[src/rtl/score_keeper.sv]
// Score keeper: turns per-lane hit/note-end pulses into BCD score, combo,
// multiplier and miss count, servicing at most one buffered event per clock.
module score_keeper #(
  parameter int N_LANES      = 4,
  parameter int SCORE_DIGITS = 4,
  parameter int MAX_MULT     = 4,
  parameter int COMBO_STEP   = 8
) (
  input  logic                      CLOCK_25,
  input  logic                      reset,
  input  logic [N_LANES-1:0]        hit,
  input  logic [N_LANES-1:0]        note_end,
  output logic [4*SCORE_DIGITS-1:0] score_bcd,
  output logic [7:0]                combo,
  output logic [2:0]                multiplier,
  output logic [7:0]                miss_count,
  output logic                      score_event
);

  logic [N_LANES-1:0] note_end_d;
  logic [N_LANES-1:0] hit_seen;
  logic [N_LANES-1:0] hit_pend;
  logic [N_LANES-1:0] miss_pend;

  logic [N_LANES-1:0] rise;
  logic [N_LANES-1:0] cap_hit;
  logic [N_LANES-1:0] cap_miss;
  logic [N_LANES-1:0] seen_nxt;

  logic [N_LANES-1:0] sel_hit;
  logic [N_LANES-1:0] sel_miss;
  logic               do_hit;
  logic               do_miss;

  logic [4*SCORE_DIGITS-1:0] score_sum;
  logic [7:0]                combo_inc;
  logic [7:0]                miss_inc;
  logic [2:0]                mult_hit;

  // A hit coinciding with the note-end edge still counts; hit_seen then re-arms for the next note
  always_comb begin
    rise     = note_end & ~note_end_d;
    cap_hit  = hit & ~hit_seen;
    cap_miss = rise & ~hit_seen & ~hit;
    seen_nxt = (hit_seen | hit) & ~rise;
  end

  always_comb begin
    sel_hit  = '0;
    sel_miss = '0;
    do_hit   = 1'b0;
    do_miss  = 1'b0;
    for (int i = 0; i < N_LANES; i++) begin
      if (!do_hit && hit_pend[i]) begin
        sel_hit[i] = 1'b1;
        do_hit     = 1'b1;
      end
    end
    for (int i = 0; i < N_LANES; i++) begin
      if (!do_hit && !do_miss && miss_pend[i]) begin
        sel_miss[i] = 1'b1;
        do_miss     = 1'b1;
      end
    end
  end

  // Ripple BCD add of the multiplier; a carry out of the top digit pins the score at all 9s
  always_comb begin
    logic [3:0] carry;
    logic [4:0] dsum;
    score_sum = score_bcd;
    carry     = {1'b0, multiplier};
    dsum      = '0;
    for (int d = 0; d < SCORE_DIGITS; d++) begin
      dsum = 5'(score_bcd[4*d +: 4]) + 5'(carry);
      if (dsum > 5'd9) begin
        score_sum[4*d +: 4] = 4'(dsum - 5'd10);
        carry               = 4'd1;
      end else begin
        score_sum[4*d +: 4] = dsum[3:0];
        carry               = 4'd0;
      end
    end
    if (carry != 4'd0)
      score_sum = {SCORE_DIGITS{4'h9}};
  end

  always_comb begin
    int step;
    combo_inc = (combo == 8'd255) ? combo : combo + 8'd1;
    miss_inc  = (miss_count == 8'd255) ? miss_count : miss_count + 8'd1;
    step      = 1 + int'(combo_inc) / COMBO_STEP;
    mult_hit  = (step > MAX_MULT) ? 3'(MAX_MULT) : 3'(step);
  end

  // Capture wins over service on the same flag, so a fresh event is never dropped by a clear
  always_ff @(posedge CLOCK_25) begin
    note_end_d <= note_end;
    if (reset) begin
      hit_seen    <= '0;
      hit_pend    <= '0;
      miss_pend   <= '0;
      score_bcd   <= '0;
      combo       <= 8'd0;
      multiplier  <= 3'd1;
      miss_count  <= 8'd0;
      score_event <= 1'b0;
    end else begin
      hit_seen    <= seen_nxt;
      hit_pend    <= (hit_pend & ~sel_hit) | cap_hit;
      miss_pend   <= (miss_pend & ~sel_miss) | cap_miss;
      score_event <= do_hit;
      if (do_hit) begin
        score_bcd  <= score_sum;
        combo      <= combo_inc;
        multiplier <= mult_hit;
      end else if (do_miss) begin
        miss_count <= miss_inc;
        combo      <= 8'd0;
        multiplier <= 3'd1;
      end
    end
  end

endmodule

[config.mk]
export PLATFORM = sky130hd
export DESIGN_NAME = score_keeper
export DESIGN_NICKNAME = d
export VERILOG_FILES = /design/src/rtl/score_keeper.sv
export SDC_FILE = /design/constraint.sdc
export NUM_CORES = 1
export LEC_CHECK = 0
export BUFFER_PORTS_ARGS = -buffer_cell sky130_fd_sc_hd__buf_4
export CORE_MARGIN = 2
export CORE_UTILIZATION = 40
export CTS_BUF_LIST = sky130_fd_sc_hd__clkbuf_2 sky130_fd_sc_hd__clkbuf_4 sky130_fd_sc_hd__clkbuf_8
export CTS_CLUSTER_DIAMETER = 30
export DETAILED_ROUTE_END_ITERATION = 16
export PLACE_DENSITY = 0.7
export SYNTH_ARGS = -nofsm -noshare
export SYNTH_HDL_FRONTEND = slang
export SYNTH_SLANG_ARGS = --single-unit
[constraint.sdc]
create_clock -name CLOCK_25 -period 4.8 [get_ports CLOCK_25]
set_input_delay 0.24 -clock CLOCK_25 [delete_from_list [all_inputs] [get_ports CLOCK_25]]
set_output_delay 0.24 -clock CLOCK_25 [all_outputs]
set_load 0.01 [all_outputs]
==> out/summary.log <==
INFO  routing        number_of_iterations_in_the_first_detailed_routing_pass=4
INFO  sta            slew_headroom=45.2%
INFO  sta            finClkSkew=9.98ps
INFO  cts            postCtsHoldBufs=0
INFO  logic_synthesis biggest_area_consumer_among_synthesized_cells=sky130_fd_sc_hd__dfxtp_1
INFO  worst_hold_path hp-start=note_end[2]
INFO  power          power.switching_fraction=30.9%
INFO  critical_path  worstRegToRegCells=25
INFO  critical_path  worstReg2RegStart=score_bcd[0]
INFO  placed_design  dp_hpwl=4.34mm
INFO  job            max_cap_violations=0
INFO  power          ir_drop=0.000145V
INFO  grt            grtUsageTotal=16.7%
INFO  logic_synthesis synth.lib_cells_used.distinct=54
INFO  critical_path  worstPathArrival=5020ps
INFO  cells_and_area flow.area_growth_from_synthesis=30.8%
INFO  sta            setup_slack=-21.7ps
INFO  routing        first_iter_violations=146
INFO  critical_path  setup.worst_path.class=flop to flop
INFO  placed_design  post_dp_cell_area=0.00335mm2
INFO  die            design.die.area=0.00763mm2
INFO  cells_and_area final_cell_count_no_fill=470
INFO  logic_synthesis yosys_most_used_dff=sky130_fd_sc_hd__dfxtp_1
INFO  power          comb_power_share=21.9%
INFO  outcome        violations=negative setup slack
INFO  grt            number_of_global_route_vias_before_repair=2252
INFO  cts            numClockSinks=52
INFO  grt            antenna_found_initial=0
INFO  cells_and_area final_design_area_no_fill=0.00363mm2
INFO  cells_and_area finalCoreUtilization=53.8%
INFO  sta            final_hold_viol_count=0
INFO  cells_and_area final_nets=416
INFO  critical_path  dominant_cell_type_by_count_on_the_critical_path=sky130_fd_sc_hd__ha_4
INFO  die            die_height=87.4um
INFO  sta            final-setup-viol-count=2
INFO  routing        drt_wl_total=6.58mm
INFO  sta            fin_crit_sh=100%
INFO  critical_path  start_kind=flop
INFO  power          power.leakage=1.49nW
INFO  logic_synthesis synth_area_in_compound_gates=20.6%
INFO  die            row_count=30
INFO  worst_hold_path holdPathStages=1
INFO  power          power.sequential.fraction=49.9%
INFO  grt            global_route_wire_length_before_repair=10.2mm
INFO  grt            maximum_number_of_pins_on_one_net_before_global_route_repair=45
INFO  logic_synthesis syn_area_per_cell=8.55um2
INFO  critical_path  critical_path_required_time=5000ps
INFO  logic_synthesis count_of_flip_flops_with_a_built_in_enable_after_synthesis=0
INFO  logic_synthesis netlist_top_cells_area=sky130_fd_sc_hd__dfxtp_1, sky130_fd_sc_hd__ha_1, sky130_fd_sc_hd__nor2_1
INFO  routing        wl_per_cell=14.0um
INFO  routing        ant_nets=0
INFO  cells_and_area n_fill_cell=635
INFO  sta            worstMarginPinSlew=820ps
INFO  power          clock_power_share=28.1%
INFO  power          intPower=667uW
INFO  die            floorplan.initialDensity=41.1%
INFO  die            standard_cell_core_area=0.00676mm2
INFO  cts            cts.reportedPaths.clkPinSlew=110ps
INFO  logic_synthesis synth_top_area_share=37.5%
INFO  logic_synthesis share_of_the_synthesized_netlist_area_taken_by_xor_and_xnor_gates=4.41%
INFO  logic_synthesis syn_inst=325
INFO  routing        route.detailed.vias_per_inst=5.50
INFO  outcome        outcome=finished, violations left
INFO  cts            ctsHtreeMaxLevel=2
INFO  logic_synthesis synth_sequential_area_ratio=37.5%
INFO  worst_hold_path min-delay-path-class=input pin to flop
INFO  die            num_io_pins=46
INFO  cts            cts_root_buffer=sky130_fd_sc_hd__clkbuf_8
INFO  grt            grt_remaining_overflow=0
INFO  critical_path  cpMaxStageDelayCell=sky130_fd_sc_hd__fa_2
INFO  sta            report.final.slew_viol_count=0
INFO  sta            timing.hold.ws=23.5ps
INFO  logic_synthesis synth.cell_area=0.00278mm2
INFO  sta            fin_crit=4820ps
INFO  critical_path  timing.critical_path.fanout_max=8
INFO  die            die_w=87.4um
INFO  cells_and_area diodes=0
INFO  routing        route.detailed.drc=0
INFO  critical_path  cp-startpoint=score_bcd[0]
INFO  sta            achievable-frequency=0.207GHz
INFO  logic_synthesis synth_seq_cells=52
INFO  cells_and_area post_route_cells_drive_above_1_share=30.3%
INFO  logic_synthesis synth-simple-area-share=24.4%
INFO  placed_design  placedCellCount=453
INFO  logic_synthesis syn_nets=352
INFO  logic_synthesis synthAdderAreaFrac=7.92%
INFO  logic_synthesis synth-warning-count=0
INFO  critical_path  critical-path-max-stage-delay=560ps
INFO  placed_design  buffer_ports.inserted=45
INFO  critical_path  reg2reg_slack=-20ps
INFO  cts            clock_insertion_delay_worst_skew=320ps
INFO  cts            clock_path_buffers=2
INFO  critical_path  crit_path_end_kind=flop
INFO  routing        vias=2585
INFO  logic_synthesis dominant_combinational_cell_family_by_area_after_synthesis=simple AND/OR/NAND/NOR gates
INFO  cts            cts_tree=done
INFO  power          power.switching=298uW
INFO  sta            rsz0062_at_grt=yes
INFO  placed_design  routabilityCongestion=0.863
INFO  cts            number_of_buffers_added_by_the_clock_tree_synthesis_step=5
INFO  logic_synthesis yosys-mux-area-fraction=1.17%
INFO  power          pwr_density_cell=265mW/mm2
INFO  power          power=965uW
INFO  logic_synthesis post_synth_arst_share=0%
==> routing by layer <==
metal	up-vias	global-route usage [%]	wire length, um
met4	0	6.99	131
met1	1201	21.8	3030
met5	-	0	0
met3	11	4.08	336
met2	72	26.3	3080
li1	1301	-	-
==> state kept, by name, indices dropped and copies added (netlist names) <==
name,count
hit_seen,4
miss_count,8
miss_pend,4
combo,8
note_end_d,4
multiplier,3
score_event,1
score_bcd,16
hit_pend,4
==> worst max-delay path, delay by kind of cell, from the launching register on <==
| kind | cells | cell delay [ps] |
|---|---|---|
| AND/OR/NAND/NOR | 4 | 500 |
| buffers and inverters | 4 | 330 |
| adder cells (fa/ha/maj) | 7 | 1730 |
| AO/OA/AOI/OAI | 10 | 1780 |
| flip-flops | 1 | 370 |
==> placed cells by master (no fill, tap or decap), drive strengths merged, types with 2 or more instances in the layout <==
cell	n
nand3b	4
xnor2	11
nand4	3
o31ai	4
buf	71
nand2b	5
dfxtp	52
o21a	3
clkbuf	5
a311oi	2
ha	16
a22o	6
nor2b	8
or2	4
a21oi	26
o211ai	2
a211oi	2
nor3b	3
or3	7
xor2	3
nor3	9
o22a	4
a21o	2
and3	4
nand3	12
o21ai	13
nand2	17
a2bb2oi	4
inv	13
a31oi	3
nor4	5
a22oi	3
mux2	2
nor2	41
and2	4
==> synth_stat cells, types with 3 or more instances <==
library cell	n
sky130_fd_sc_hd__nor3b_1	3
sky130_fd_sc_hd__or3_1	7
sky130_fd_sc_hd__nand2_1	17
sky130_fd_sc_hd__nor4_1	5
sky130_fd_sc_hd__o21a_1	3
sky130_fd_sc_hd__nand3b_1	4
sky130_fd_sc_hd__and3_1	4
sky130_fd_sc_hd__a2bb2oi_1	4
sky130_fd_sc_hd__a21oi_1	26
sky130_fd_sc_hd__nor2_1	40
sky130_fd_sc_hd__nor3_1	9
sky130_fd_sc_hd__o21ai_0	13
sky130_fd_sc_hd__ha_1	16
sky130_fd_sc_hd__nand4_1	3
sky130_fd_sc_hd__a22o_1	6
sky130_fd_sc_hd__nand2b_1	5
sky130_fd_sc_hd__inv_1	11
sky130_fd_sc_hd__xor2_1	3
sky130_fd_sc_hd__o31ai_1	4
sky130_fd_sc_hd__clkbuf_1	10
sky130_fd_sc_hd__nand3_1	11
sky130_fd_sc_hd__nor2b_1	8
sky130_fd_sc_hd__a22oi_1	3
sky130_fd_sc_hd__o22a_1	4
sky130_fd_sc_hd__or2_2	4
sky130_fd_sc_hd__and2_1	4
sky130_fd_sc_hd__a31oi_1	3
sky130_fd_sc_hd__dfxtp_1	52
sky130_fd_sc_hd__xnor2_1	11
==> power by group through the flow <==
stage               Combinational (mW)  Clock, mW  Sequential [mW]
finish                           0.211      0.271            0.482
global route                     0.232      0.296            0.486
CTS                              0.196      0.282            0.481
detailed placement               0.189          0            0.490
global placement                 0.184          0            0.489
floorplan                        0.120          0            0.493
==> final cells by class <==
cell class	count	area, um2	share of cell area [%]
timing repair buffer	71	541	14.9
clock buffer	5	68.8	1.89
inverter	11	41.3	1.14
multi-input combinational	248	1810	49.8
clock inverter	3	26.3	0.723
sequential	52	1050	28.8
tap	80	100	2.75
==> timing repair <==
| action | in CTS | in global routing |
|---|---|---|
| endpoints found under the setup margin | 13 | 13 |
| pin swaps | 5 | 24 |
| gates resized for setup | 4 | 21 |
| buffers inserted | 4 | 5 |
==> cell families (layout without fill, tap and decap cells) <==
group / after synthesis / in the layout
simple gates: 130 / 130
compound gates: 84 / 84
flops: 52 / 52
buf+inv: 25 / 90
fa+ha+maj: 17 / 17
xor+xnor: 14 / 14
mux: 3 / 3
==> per-stage QoR <==
step           TNS [ps]  setup slack, ps
6_report          -29.3            -21.7
4_1_cts               0             2.59
3_3_place_gp          0             23.5
3_5_place_dp       -973             -124
2_1_floorplan         0             6.19
5_1_grt           -2620             -250
==> worst paths after layout <==
path	endpoint
worst max-delay path	score_bcd[6]
worst min-delay path	note_end_d[2]
worst max register to register	score_bcd[6]
worst min register to register	hit_pend[0]
Note: power is estimated with default switching activity, not from simulation.
